### config.mk
export PLATFORM = sky130hd
export DESIGN_NAME = uart_tx_arb
export DESIGN_NICKNAME = d
export VERILOG_FILES = /design/src/rtl/uart_pkg.sv /design/src/rtl/uart_rr_arbiter.sv /design/src/rtl/uart_tx_arb.sv
export SDC_FILE = /design/constraint.sdc
export NUM_CORES = 1
export LEC_CHECK = 0
export CORE_MARGIN = 2
export CORE_UTILIZATION = 50
export DETAILED_ROUTE_END_ITERATION = 10
export GPL_ROUTABILITY_DRIVEN = 0
export PLACE_DENSITY_LB_ADDON = 0.05
export SLEW_MARGIN = 10
export SYNTH_ARGS = -nofsm -noshare
export SYNTH_HDL_FRONTEND = slang
export SYNTH_SLANG_ARGS = --single-unit
### constraint.sdc
create_clock -name clk -period 5.9 [get_ports clk]
set_clock_uncertainty 0.15 [all_clocks]
set_input_delay 1.18 -clock clk [delete_from_list [all_inputs] [get_ports clk]]
set_output_delay 1.18 -clock clk [all_outputs]
set_load 0.005 [all_outputs]
### src/rtl/uart_pkg.sv
// Shared types and defaults for the UART transmit arbiter.
package uart_pkg;

    typedef enum logic [1:0] {
        ST_IDLE      = 2'd0,
        ST_SEND      = 2'd1,
        ST_WAIT_DONE = 2'd2
    } arb_state_t;

    localparam int DEF_DATA_W      = 8;
    localparam int DEF_ACK_TIMEOUT = 1024;

endpackage

### src/rtl/uart_rr_arbiter.sv
// Combinational round-robin selector: first set request at or above ptr,
// wrapping modulo NUM_REQ.
module uart_rr_arbiter #(
    parameter  int NUM_REQ = 4,
    localparam int IDX_W   = $clog2(NUM_REQ)
) (
    input  logic [NUM_REQ-1:0] req,
    input  logic [IDX_W-1:0]   ptr,
    output logic [NUM_REQ-1:0] gnt_oh,
    output logic [IDX_W-1:0]   gnt_idx,
    output logic               gnt_vld
);

    logic [NUM_REQ-1:0] rot;
    int                 off;
    int                 sum;

    // Rotate so ptr lands on bit 0, then the lowest set bit is the winner.
    always_comb begin
        rot     = NUM_REQ'({req, req} >> ptr);
        off     = 0;
        gnt_vld = 1'b0;
        for (int i = NUM_REQ - 1; i >= 0; i--) begin
            if (rot[i]) begin
                off     = i;
                gnt_vld = 1'b1;
            end
        end
        sum = int'(ptr) + off;
        if (sum >= NUM_REQ) begin
            sum = sum - NUM_REQ;
        end
        gnt_idx = IDX_W'(sum);
        gnt_oh  = gnt_vld ? (NUM_REQ'(1) << gnt_idx) : '0;
    end

endmodule

### src/rtl/uart_tx_arb.sv
// Shares one UART transmitter among NUM_REQ byte requesters, round-robin,
// with an acknowledge timeout on the send handshake.
//
//   state        | meaning
//   ST_IDLE      | no transaction; arbitrate pending requests each edge
//   ST_SEND      | tx_send high, waiting for tx_send_ack (timeout armed)
//   ST_WAIT_DONE | byte latched by transmitter, waiting for tx_done
module uart_tx_arb
    import uart_pkg::*;
#(
    parameter int NUM_REQ     = 4,
    parameter int DATA_W      = DEF_DATA_W,
    parameter int ACK_TIMEOUT = DEF_ACK_TIMEOUT
) (
    input  logic                         clk,
    input  logic                         rst_n,
    input  logic [NUM_REQ-1:0]           req,
    input  logic [NUM_REQ*DATA_W-1:0]    req_data,
    output logic [NUM_REQ-1:0]           gnt,
    output logic [NUM_REQ-1:0]           done,
    output logic [NUM_REQ-1:0]           err,
    output logic                         tx_send,
    output logic [DATA_W-1:0]            tx_din,
    input  logic                         tx_send_ack,
    input  logic                         tx_done,
    output logic                         busy,
    output logic [$clog2(NUM_REQ)-1:0]   owner
);

    localparam int IDX_W = $clog2(NUM_REQ);
    localparam int CNT_W = $clog2(ACK_TIMEOUT + 1);

    arb_state_t          state;
    arb_state_t          state_nxt;
    logic [IDX_W-1:0]    ptr;
    logic [IDX_W-1:0]    ptr_nxt;
    logic [CNT_W-1:0]    cnt;
    logic [NUM_REQ-1:0]  arb_oh;
    logic [IDX_W-1:0]    arb_idx;
    logic                arb_vld;
    logic [DATA_W-1:0]   win_data;
    logic [NUM_REQ-1:0]  owner_oh;
    logic                take_gnt;
    logic                fin_done;
    logic                fin_err;

    uart_rr_arbiter #(
        .NUM_REQ (NUM_REQ)
    ) u_rr_arbiter (
        .req     (req),
        .ptr     (ptr),
        .gnt_oh  (arb_oh),
        .gnt_idx (arb_idx),
        .gnt_vld (arb_vld)
    );

    always_comb begin
        win_data = '0;
        for (int i = 0; i < NUM_REQ; i++) begin
            if (arb_idx == IDX_W'(i)) begin
                win_data = req_data[i*DATA_W +: DATA_W];
            end
        end
    end

    assign owner_oh = NUM_REQ'(1) << owner;
    assign ptr_nxt  = (owner == IDX_W'(NUM_REQ - 1)) ? '0 : owner + 1'b1;
    assign tx_send  = (state == ST_SEND);
    assign busy     = (state != ST_IDLE);

    always_ff @(posedge clk or negedge rst_n) begin
        if (!rst_n) begin
            state <= ST_IDLE;
        end else begin
            state <= state_nxt;
        end
    end

    // Ack wins over a coincident timeout; ack with tx_done closes the byte at once.
    always_comb begin
        state_nxt = state;
        take_gnt  = 1'b0;
        fin_done  = 1'b0;
        fin_err   = 1'b0;
        case (state)
            ST_IDLE: begin
                if (arb_vld) begin
                    take_gnt  = 1'b1;
                    state_nxt = ST_SEND;
                end
            end
            ST_SEND: begin
                if (tx_send_ack && tx_done) begin
                    fin_done  = 1'b1;
                    state_nxt = ST_IDLE;
                end else if (tx_send_ack) begin
                    state_nxt = ST_WAIT_DONE;
                end else if (cnt == CNT_W'(1)) begin
                    fin_err   = 1'b1;
                    state_nxt = ST_IDLE;
                end
            end
            ST_WAIT_DONE: begin
                if (tx_done) begin
                    fin_done  = 1'b1;
                    state_nxt = ST_IDLE;
                end
            end
            default: state_nxt = ST_IDLE;
        endcase
    end

    always_ff @(posedge clk or negedge rst_n) begin
        if (!rst_n) begin
            ptr    <= '0;
            owner  <= '0;
            cnt    <= '0;
            tx_din <= '0;
            gnt    <= '0;
            done   <= '0;
            err    <= '0;
        end else begin
            gnt  <= '0;
            done <= fin_done ? owner_oh : '0;
            err  <= fin_err  ? owner_oh : '0;
            if (take_gnt) begin
                gnt    <= arb_oh;
                owner  <= arb_idx;
                tx_din <= win_data;
                cnt    <= CNT_W'(ACK_TIMEOUT);
            end else if (state == ST_SEND) begin
                cnt <= cnt - 1'b1;
            end
            if (fin_done || fin_err) begin
                ptr   <= ptr_nxt;
                owner <= '0;
                cnt   <= '0;
            end
        end
    end

endmodule
* After elaboration in Yosys (flattened, before gate mapping)
Cells that the tools add are included.
** Operators by class
- Add/sub/neg operators :: 4
- Multiply operators :: 0
- Div/mod/pow operators :: 0
- $lt $le $gt $ge :: 1
- Equality and inequality tests :: 10
- Shift operators :: 3
- Multiplexer cells :: 38
- Bitwise logic cells :: 0
- Reductions and logical operators :: 8
** Operators by type and width (number)
- 11-bit two-way mux :: 3
- 8-bit two-way mux :: 4
- 2-bit two-way mux :: 13
- 4-bit two-way mux :: 4
- 1-bit two-way mux :: 12
- 11-bit by 1-bit == test with 1-bit output, second input constant :: 1
- 11-bit by 1-bit subtractor with 11-bit output, second input constant :: 1
- 2-bit == test, second input constant :: 4
- 1-bit by 2-bit << shifter with 4-bit output, first input constant :: 2
- 8-bit by 2-bit right shift with 4-bit output :: 1
- 2-bit case mux with 3 select lines :: 1
- 2-bit by 1-bit == test with 1-bit output, second input constant :: 2
- 2-bit zero test :: 2
- 2-bit inequality test, second input constant :: 2
- 4-bit by 1-bit inequality test with 1-bit output, second input constant :: 1
- 2-bit nonzero test :: 2
- 2-bit by 2-bit adder with 3-bit output :: 1
- 3-bit >= comparator, second input constant :: 1
- 3-bit AND reduction :: 1
- 3-bit nonzero test :: 1
- 2-bit by 1-bit adder with 2-bit output, second input constant :: 1
- 1-bit case mux with 2 select lines :: 1
- 2-bit by 1-bit subtractor with 2-bit output, second input constant :: 1
- 1-bit logical AND :: 1
- 1-bit logical OR :: 1
** Storage, ports and cells
- Bits in registers :: 37
- Latch bits :: 0
- Memory bits (writable) :: 0
- Bits in read-only memories :: 0
- Bits of input ports :: 40
- Output and inout port bits :: 24
- Logic and storage cells :: 72
- Memories :: 0

* Depth between registers and ports, before layout
Gate-level depths: netlist of the first run.
- Depth in word-level cells :: 13
- Depth in mapped cells :: 11
- Mapped depth without buffers :: 9

* Cells and area by module
A second synthesis of the first run with hierarchy kept.
** Second synthesis, totals
- Cell total of the unflattened synthesis :: 192
- Area, all modules :: 2154.6 um^2
** Modules (own cells, without submodules)
- uart_tx_arb :: times used 1, cells an instance 154, area each 1884.3 um^2
- uart_rr_arbiter :: times used 1, cells an instance 38, area each 270.3 um^2

* Least setup slack after synthesis of the first run
Ideal clock, no wire load.
- Kind :: input to register
- Start point :: in req[2]
- End point :: reg tx_din[5]
- Setup time :: 125 ps
- Arrival time :: 3075 ps
- Required time :: 5625 ps
- Slack :: 2550 ps
- Cell stages on the path :: 9
- Buffers on the path :: 1
- Path through :: buf_2 a221o_1 o21ai_0 o221ai_1 ha_1 xnor2_1 xnor2_2 mux4_2 mux2_2
** On the way
- Word-level cells in the longest chain between the ends :: 13
- Elaborated cells between the ends (all ways) :: 23
- Those cells by class :: add/sub (2); order compare (1); eq/ne (3); shift (1); mux (15); reduce/logical (1)
** Ends and longest elaborated chain
- from (decl) :: line uart_tx_arb.sv:17 : input logic [NUM_REQ-1:0] req,
- 8-bit by 2-bit right shift with 4-bit output * :: line uart_rr_arbiter.sv:20 : rot = NUM_REQ'({req, req} >> ptr);
- 2-bit two-way mux (4 in series) :: line uart_rr_arbiter.sv:24 : if (rot[i]) begin
- 2-bit by 2-bit adder with 3-bit output :: line uart_rr_arbiter.sv:29 : sum = int'(ptr) + off;
- 3-bit >= comparator or 2-bit by 1-bit subtractor with 2-bit output (tied branches) :: line uart_rr_arbiter.sv:30, uart_rr_arbiter.sv:31
- 2-bit two-way mux :: line uart_rr_arbiter.sv:30 : if (sum >= NUM_REQ) begin
- 2-bit zero test :: line uart_tx_arb.sv:60 : if (arb_idx == IDX_W'(i)) begin
- 8-bit two-way mux (4 in series) :: line uart_tx_arb.sv:60
- to (signal assigned) :: line uart_tx_arb.sv:129 : tx_din <= win_data;
- to (decl) :: line uart_tx_arb.sv:23 : output logic [DATA_W-1:0] tx_din,
Mark *: on every way between the ends. The rest lies on a longest branch, timed or not.
A chain may end at the register's enable or synchronous reset.

* Worst setup path in the final report of the first run
- Start point :: in req[0]
- End point :: reg tx_din[5]
The elaborated chain is that of the path after synthesis.

==> impl_metrics.json, run 1 <==
{
  "status": "completed",
  "endpoint_kind": "register",
  "crit_required_ns": 5.92,
  "async_flop_share_pct": 100.0,
  "min_period_over_period_pct": 65.44,
  "grt_max_degree": 38,
  "path_max_fanout": 27,
  "fp.dieH_um": 68.28,
  "syn_inst": 206,
  "grt_setup_unrepaired": "no",
  "grt_pass1_vias": 1583,
  "hold_path_class": "reg -> reg",
  "nNetsFinal": 317,
  "cts_buffer_depth": 2,
  "yosys_warnings": 0,
  "cts_tree": "built",
  "hold_start": "tx_din[2]",
  "antenna_found_initial": 0,
  "dpl.hpwl_mm": 3.266,
  "synth.distinct_cells": 37,
  "grt_pass1_wl_mm": 7.065,
  "hold-path-endpoint": "tx_din[2]",
  "p_leak_nw": 1.225,
  "vias": 1668,
  "synth_commonest_cells": "dfrtp_1 (37), nor2_1 (20), inv_1 (17), and2_1 (10), ha_1 (10)",
  "diodes": 0,
  "holdPathStages": 2,
  "clockRootBuffer": "clkbuf_8",
  "ff2ff_setup_slack_ns": 2.95,
  "die_width_um": 68.28,
  "fmax_mhz": 259.0,
  "clock-sinks": 37,
  "cts_resized": 0,
  "syn_nets": 256,
  "numCtsBuffers": 5,
  "syn_area_um2": 2066,
  "wl_per_cell_um": 13.87,
  "rr_endpoint": "tx_din[5]",
  "ir_drop_mv": 0.3131,
  "initial_core_util_pct": 51.64,
  "io_pins": 64,
  "htree_levels": 2,
  "fillers": 317,
  "start_kind": "primary input",
  "syn_to_final_growth_pct": 34.65,
  "relSlewSlack_pct": 45.46,
  "max_cap_viol_count": 0,
  "finalCriticalPeriod_ns": 3.861,
  "worstPathCellList": "clkdlybuf4s50_1 -> nor2_1 -> a221o_1 -> o21ai_0 -> o221ai_1 -> ha_1 -> xnor2_1 -> xnor2_2 -> buf_4 -> mux4_2 -> mux2_2",
  "rows": 23,
  "slowest_delay_ns": 0.58,
  "worstPathArrival_ns": 3.88,
  "clk_pin_slew_ns": 0.07,
  "rr_startpoint": "ptr[0]",
  "slew_viol_final": 0,
  "cp_slowest_cell": "clkdlybuf4s50_1",
  "wirelength_mm": 4.382,
  "synth_edf_count": 0,
  "port_buffers": 63,
  "tns_ns": 0,
  "yosysTopAreaCell": "dfrtp_1",
  "clk_latency_ns": 0.28,
  "dieArea_um2": 4661,
  "ctsHoldBuffers": 0,
  "grt_overflow_total": 0,
  "post-route-util_pct": 69.53,
  "r2r_cells": 10,
  "tightest_slew_ns": 0.8181,
  "drt-initial-drc-count": 82,
  "drc_errors": 0,
  "yosysMostFrequentCell": "dfrtp_1",
  "synth_top_area_share_pct": 44.82,
  "syn_avg_cell_area_um2": 10.03,
  "first_pass_iters": 4,
  "cellPowerDensity_nw_per_um2": 492.1,
  "hold_viol_final": 0,
  "fp.coreArea_um2": 4000,
  "drive_gt1_share_pct": 7.519,
  "ant_nets": 0,
  "grt_usage_pct": 20.40,
  "setup_viol": 0,
  "drt-vias-per-instance": 5.278,
  "synth_area_leaders": "dfrtp_1 (45%), ha_1 (6.1%), mux2i_1 (4.4%)",
  "cts_setup_buffers": 0,
  "synth-seq-cells": 37,
  "ys_seq_area_share_pct": 44.82,
  "worst-setup-path-type": "in -> reg",
  "synth_ff_type": "dfrtp_1"
}
-- power by group --
group	leakage, nW	internal (W)	switching, W
Clock	0.0399	0.0000777	0.0000836
Combinational	0.705	0.000398	0.000399
Sequential	0.480	0.000340	0.0000707
-- logic make-up (layout without fill, tap and decap cells) --
logic type,count (synthesis),count (layout),share of synthesized area [%]
buf+inv,27,87,5.693
compound gates,43,43,15.44
xor+xnor,11,11,5.028
fa+ha+maj,10,10,6.057
mux,11,11,5.996
flops,37,37,44.82
simple gates,67,67,16.96
-- state kept, by name, summed over array words and instances (netlist names) --
signal / flops
cnt: 11
done: 4
err: 4
gnt: 4
owner: 2
ptr: 2
state: 2
tx_din: 8
-- through the flow --
stage | hold slack [ns] | cells | worst slack [ns] | power (W) | instance area [um^2]
final | 0.3547 | 316 | 2.039 | 0.001369 | 2781
after global routing | 0.3706 | 316 | 1.849 | 0.001494 | 2781
after CTS | 0.3540 | 316 | 2.044 | 0.001379 | 2781
after detailed placement | 0.3362 | 310 | 1.727 | 0.001214 | 2708
after global placement | 0.3304 | 310 | 1.798 | 0.001200 | 2708
after floorplan | 0.3332 | 206 | 2.550 | 0.0009871 | 2066
-- cells in the final DEF (no fill, tap or decap), types with 2 or more instances in the layout --
master	Yosys	routed
nor3_1	3	3
dfrtp_1	37	37
clkdlybuf4s50_1	0	62
inv_1	17	17
nor2_1	20	20
or2_2	8	8
and2_1	10	10
xor2_1	3	3
nor3b_1	2	2
nand2b_1	5	5
nor2b_1	2	2
a211oi_1	2	2
ha_1	10	10
o31ai_1	9	9
o21ai_0	4	4
xnor2_1	7	7
o21a_1	8	8
mux2i_1	9	9
nor4_1	5	5
a32oi_1	7	7
clkbuf_8	0	5
o22ai_1	2	2
nand2_1	9	9
a21oi_1	5	5
-- worst max-delay path, delay by kind of cell --
| kind | cells | cell delay (ns) |
|---|---|---|
| buffers and inverters | 2 | 0.89 |
| multiplexers | 2 | 0.62 |
| AO/OA/AOI/OAI | 3 | 0.56 |
| XOR/XNOR | 2 | 0.35 |
| adder cells (fa/ha/maj) | 1 | 0.21 |
| AND/OR/NAND/NOR | 1 | 0.07 |
-- final cells by class --
cell class / count / area (um^2) / area share, %
Clock inverter: 1 / 5.005 / 0.1799
Timing Repair Buffer: 64 / 633.1 / 22.76
Inverter: 17 / 63.81 / 2.294
Tap cell: 50 / 62.56 / 2.249
Clock buffer: 5 / 68.82 / 2.474
Multi-Input combinational cell: 142 / 1022 / 36.75
Sequential cell: 37 / 925.9 / 33.29
-- worst max path at each step --
stage	start	to	slack (ns)	cells after the start
2_1_floorplan	req[2]	tx_din[5]	2.55	9
3_3_place_gp	req[0]	tx_din[5]	1.80	11
3_5_place_dp	req[0]	tx_din[5]	1.73	11
4_1_cts	req[0]	tx_din[5]	2.04	11
5_1_grt	req[1]	tx_din[5]	1.85	11
6_report	req[0]	tx_din[5]	2.04	11
-- routing by layer --
layer | vias to the layer above | part of all wire (%) | global-route usage (%)
met5 | - | 0 | 0
met4 | 0 | 0.57 | 6.000
met3 | 4 | 5.1 | 6.086
met2 | 47 | 47 | 32.28
met1 | 783 | 47 | 26.98
li1 | 834 | - | -
No activity file was read; power rests on OpenSTA's default activity.
==> inputs of run 2 (changes only) <==
--- a/config.mk
+++ b/config.mk
@@ -6,7 +6,7 @@
 export NUM_CORES = 1
 export LEC_CHECK = 0
 export CORE_MARGIN = 2
-export CORE_UTILIZATION = 50
+export CORE_UTILIZATION = 47
 export DETAILED_ROUTE_END_ITERATION = 10
 export GPL_ROUTABILITY_DRIVEN = 0
 export PLACE_DENSITY_LB_ADDON = 0.05
==> constraint.sdc (replaced) <==
create_clock -name clk -period 3.9 [get_ports clk]
set_clock_uncertainty 0.15 [all_clocks]
set_input_delay 0.78 -clock clk [delete_from_list [all_inputs] [get_ports clk]]
set_output_delay 0.78 -clock clk [all_outputs]
set_load 0.005 [all_outputs]
==> impl_metrics.json, run 2 (synthesis results as in run 1) <==
{
  "crit_required_ns": 3.92,
  "finalCriticalPeriod_ns": 3.491,
  "fin_area_um2": 2835,
  "grt_max_degree": 38,
  "numCtsBuffers": 5,
  "p_leak_nw": 1.254,
  "fmax_mhz": 286.4,
  "vias": 1691,
  "path_max_fanout": 13,
  "largest_registers": "cnt x11, tx_din x8",
  "port_buffers": 63,
  "relSlewSlack_pct": 45.77,
  "die_width_um": 70.30,
  "cts_resized": 0,
  "fp.coreArea_um2": 4294,
  "cellPowerDensity_nw_per_um2": 744.6,
  "worst-setup-path-type": "in -> reg",
  "initial_core_util_pct": 48.11,
  "postPlaceCellArea_um2": 2755,
  "nNetsFinal": 323,
  "drt-initial-drc-count": 54,
  "dpl.hpwl_mm": 3.242,
  "endpoint_kind": "register",
  "fp.dieH_um": 70.30,
  "clk_pin_slew_ns": 0.07,
  "setup_viol": 0,
  "cp-startpoint": "req[1]",
  "largest_reg_flops": 11,
  "clock-sinks": 37,
  "status": "completed",
  "wl_per_cell_um": 13.18,
  "grt_setup_unrepaired": "no",
  "grt_pass1_wl_mm": 7.196,
  "fin_ws_ns": 0.4088,
  "fillers": 377,
  "rows": 24,
  "syn_to_final_growth_pct": 37.25,
  "hold_start": "tx_din[2]",
  "clk_latency_ns": 0.29,
  "io_pins": 64,
  "rr_startpoint": "ptr[0]",
  "hold_viol_final": 0,
  "place_ws_ns": 0.1407,
  "start_kind": "primary input",
  "fin_hold_ws_ns": 0.3555,
  "layout_commonest_cell": "clkdlybuf4s50_1",
  "tightest_slew_ns": 0.8135,
  "dieArea_um2": 4941,
  "max_cap_viol_count": 0,
  "slew_viol_final": 0,
  "drive_gt1_share_pct": 9.124,
  "cts_tree": "built",
  "first_pass_iters": 4,
  "tns_ns": 0,
  "grt_overflow_total": 0,
  "cts_buffer_depth": 2,
  "wirelength_mm": 4.298,
  "grt_usage_pct": 18.28,
  "drt-vias-per-instance": 5.187,
  "regMostFlops": "cnt",
  "ctsHoldBuffers": 0,
  "htree_levels": 2,
  "antenna_found_initial": 0,
  "min_period_over_period_pct": 89.52,
  "drc_errors": 0,
  "diodes": 0,
  "ir_drop_mv": 0.4095,
  "power_w": 0.002111,
  "worstPathArrival_ns": 3.52,
  "layout_common_cells": "clkdlybuf4s50_1 (62), dfrtp_1 (37), nor2_1 (20), inv_1 (17)",
  "ant_nets": 0,
  "cts_setup_buffers": 0,
  "hold_path_class": "reg -> reg",
  "grt_pass1_vias": 1573,
  "clockRootBuffer": "clkbuf_8"
}
==> run 2: cell count changes in the layout (fill, tap and decap cells not counted), sizes merged <==
cell,previous run,this run
clkinv,1,0
buf,2,8
clkbuf,5,8
==> run 2: cell type report <==
class / count / area, um^2 / area share [%]
multi-input combinational: 142 / 1022 / 36.05
sequential: 37 / 925.9 / 32.66
timing repair buffer: 70 / 678.2 / 23.92
clock buffer: 8 / 80.08 / 2.824
tap: 52 / 65.06 / 2.295
inverter: 17 / 63.81 / 2.251
==> run 2: final timing paths <==
check	cells past startpoint	slack, ns	to
setup reg to reg	9	0.90	tx_din[5]
hold / removal	2	0.36	tx_din[2]
max in group asynchronous	1	2.66	cnt[10]
hold reg to reg	2	0.36	tx_din[2]
min in group asynchronous	1	0.43	cnt[5]
setup / recovery	10	0.41	tx_din[5]
==> run 2: through the flow <==
stage          utilization [%]  std cells
5_1_grt                  66.03        326
6_report                 66.03        326
4_1_cts                  66.03        326
3_3_place_gp             64.16        318
3_5_place_dp             64.16        318
2_1_floorplan                -        206
==> run 2: power by group <==
| group | total [W] | internal, W | switching, W |
|---|---|---|---|
| sequential | 0.000621 | 0.000514 | 0.000106 |
| clock | 0.000258 | 0.000127 | 0.000131 |
| combinational | 0.00123 | 0.000635 | 0.000597 |
==> run 2: worst max-delay path, stage by stage <==
cell             delay [ns]
clkdlybuf4s50_1        0.59
nor2b_1                0.10
a221o_1                0.30
o21ai_0                0.08
o221ai_1               0.14
ha_1                   0.21
xnor2_1                0.15
xnor2_2                0.49
mux4_2                 0.38
mux2_2                 0.28
==> run 2: per-layer routing <==
metal / vias to the layer above / global-route usage, % / wire (um)
met4: 0 / 6.197 / 58
met2: 55 / 28.20 / 1968
met1: 786 / 24.19 / 1963
li1: 843 / - / -
met3: 7 / 5.916 / 308
met5: - / 0 / 0
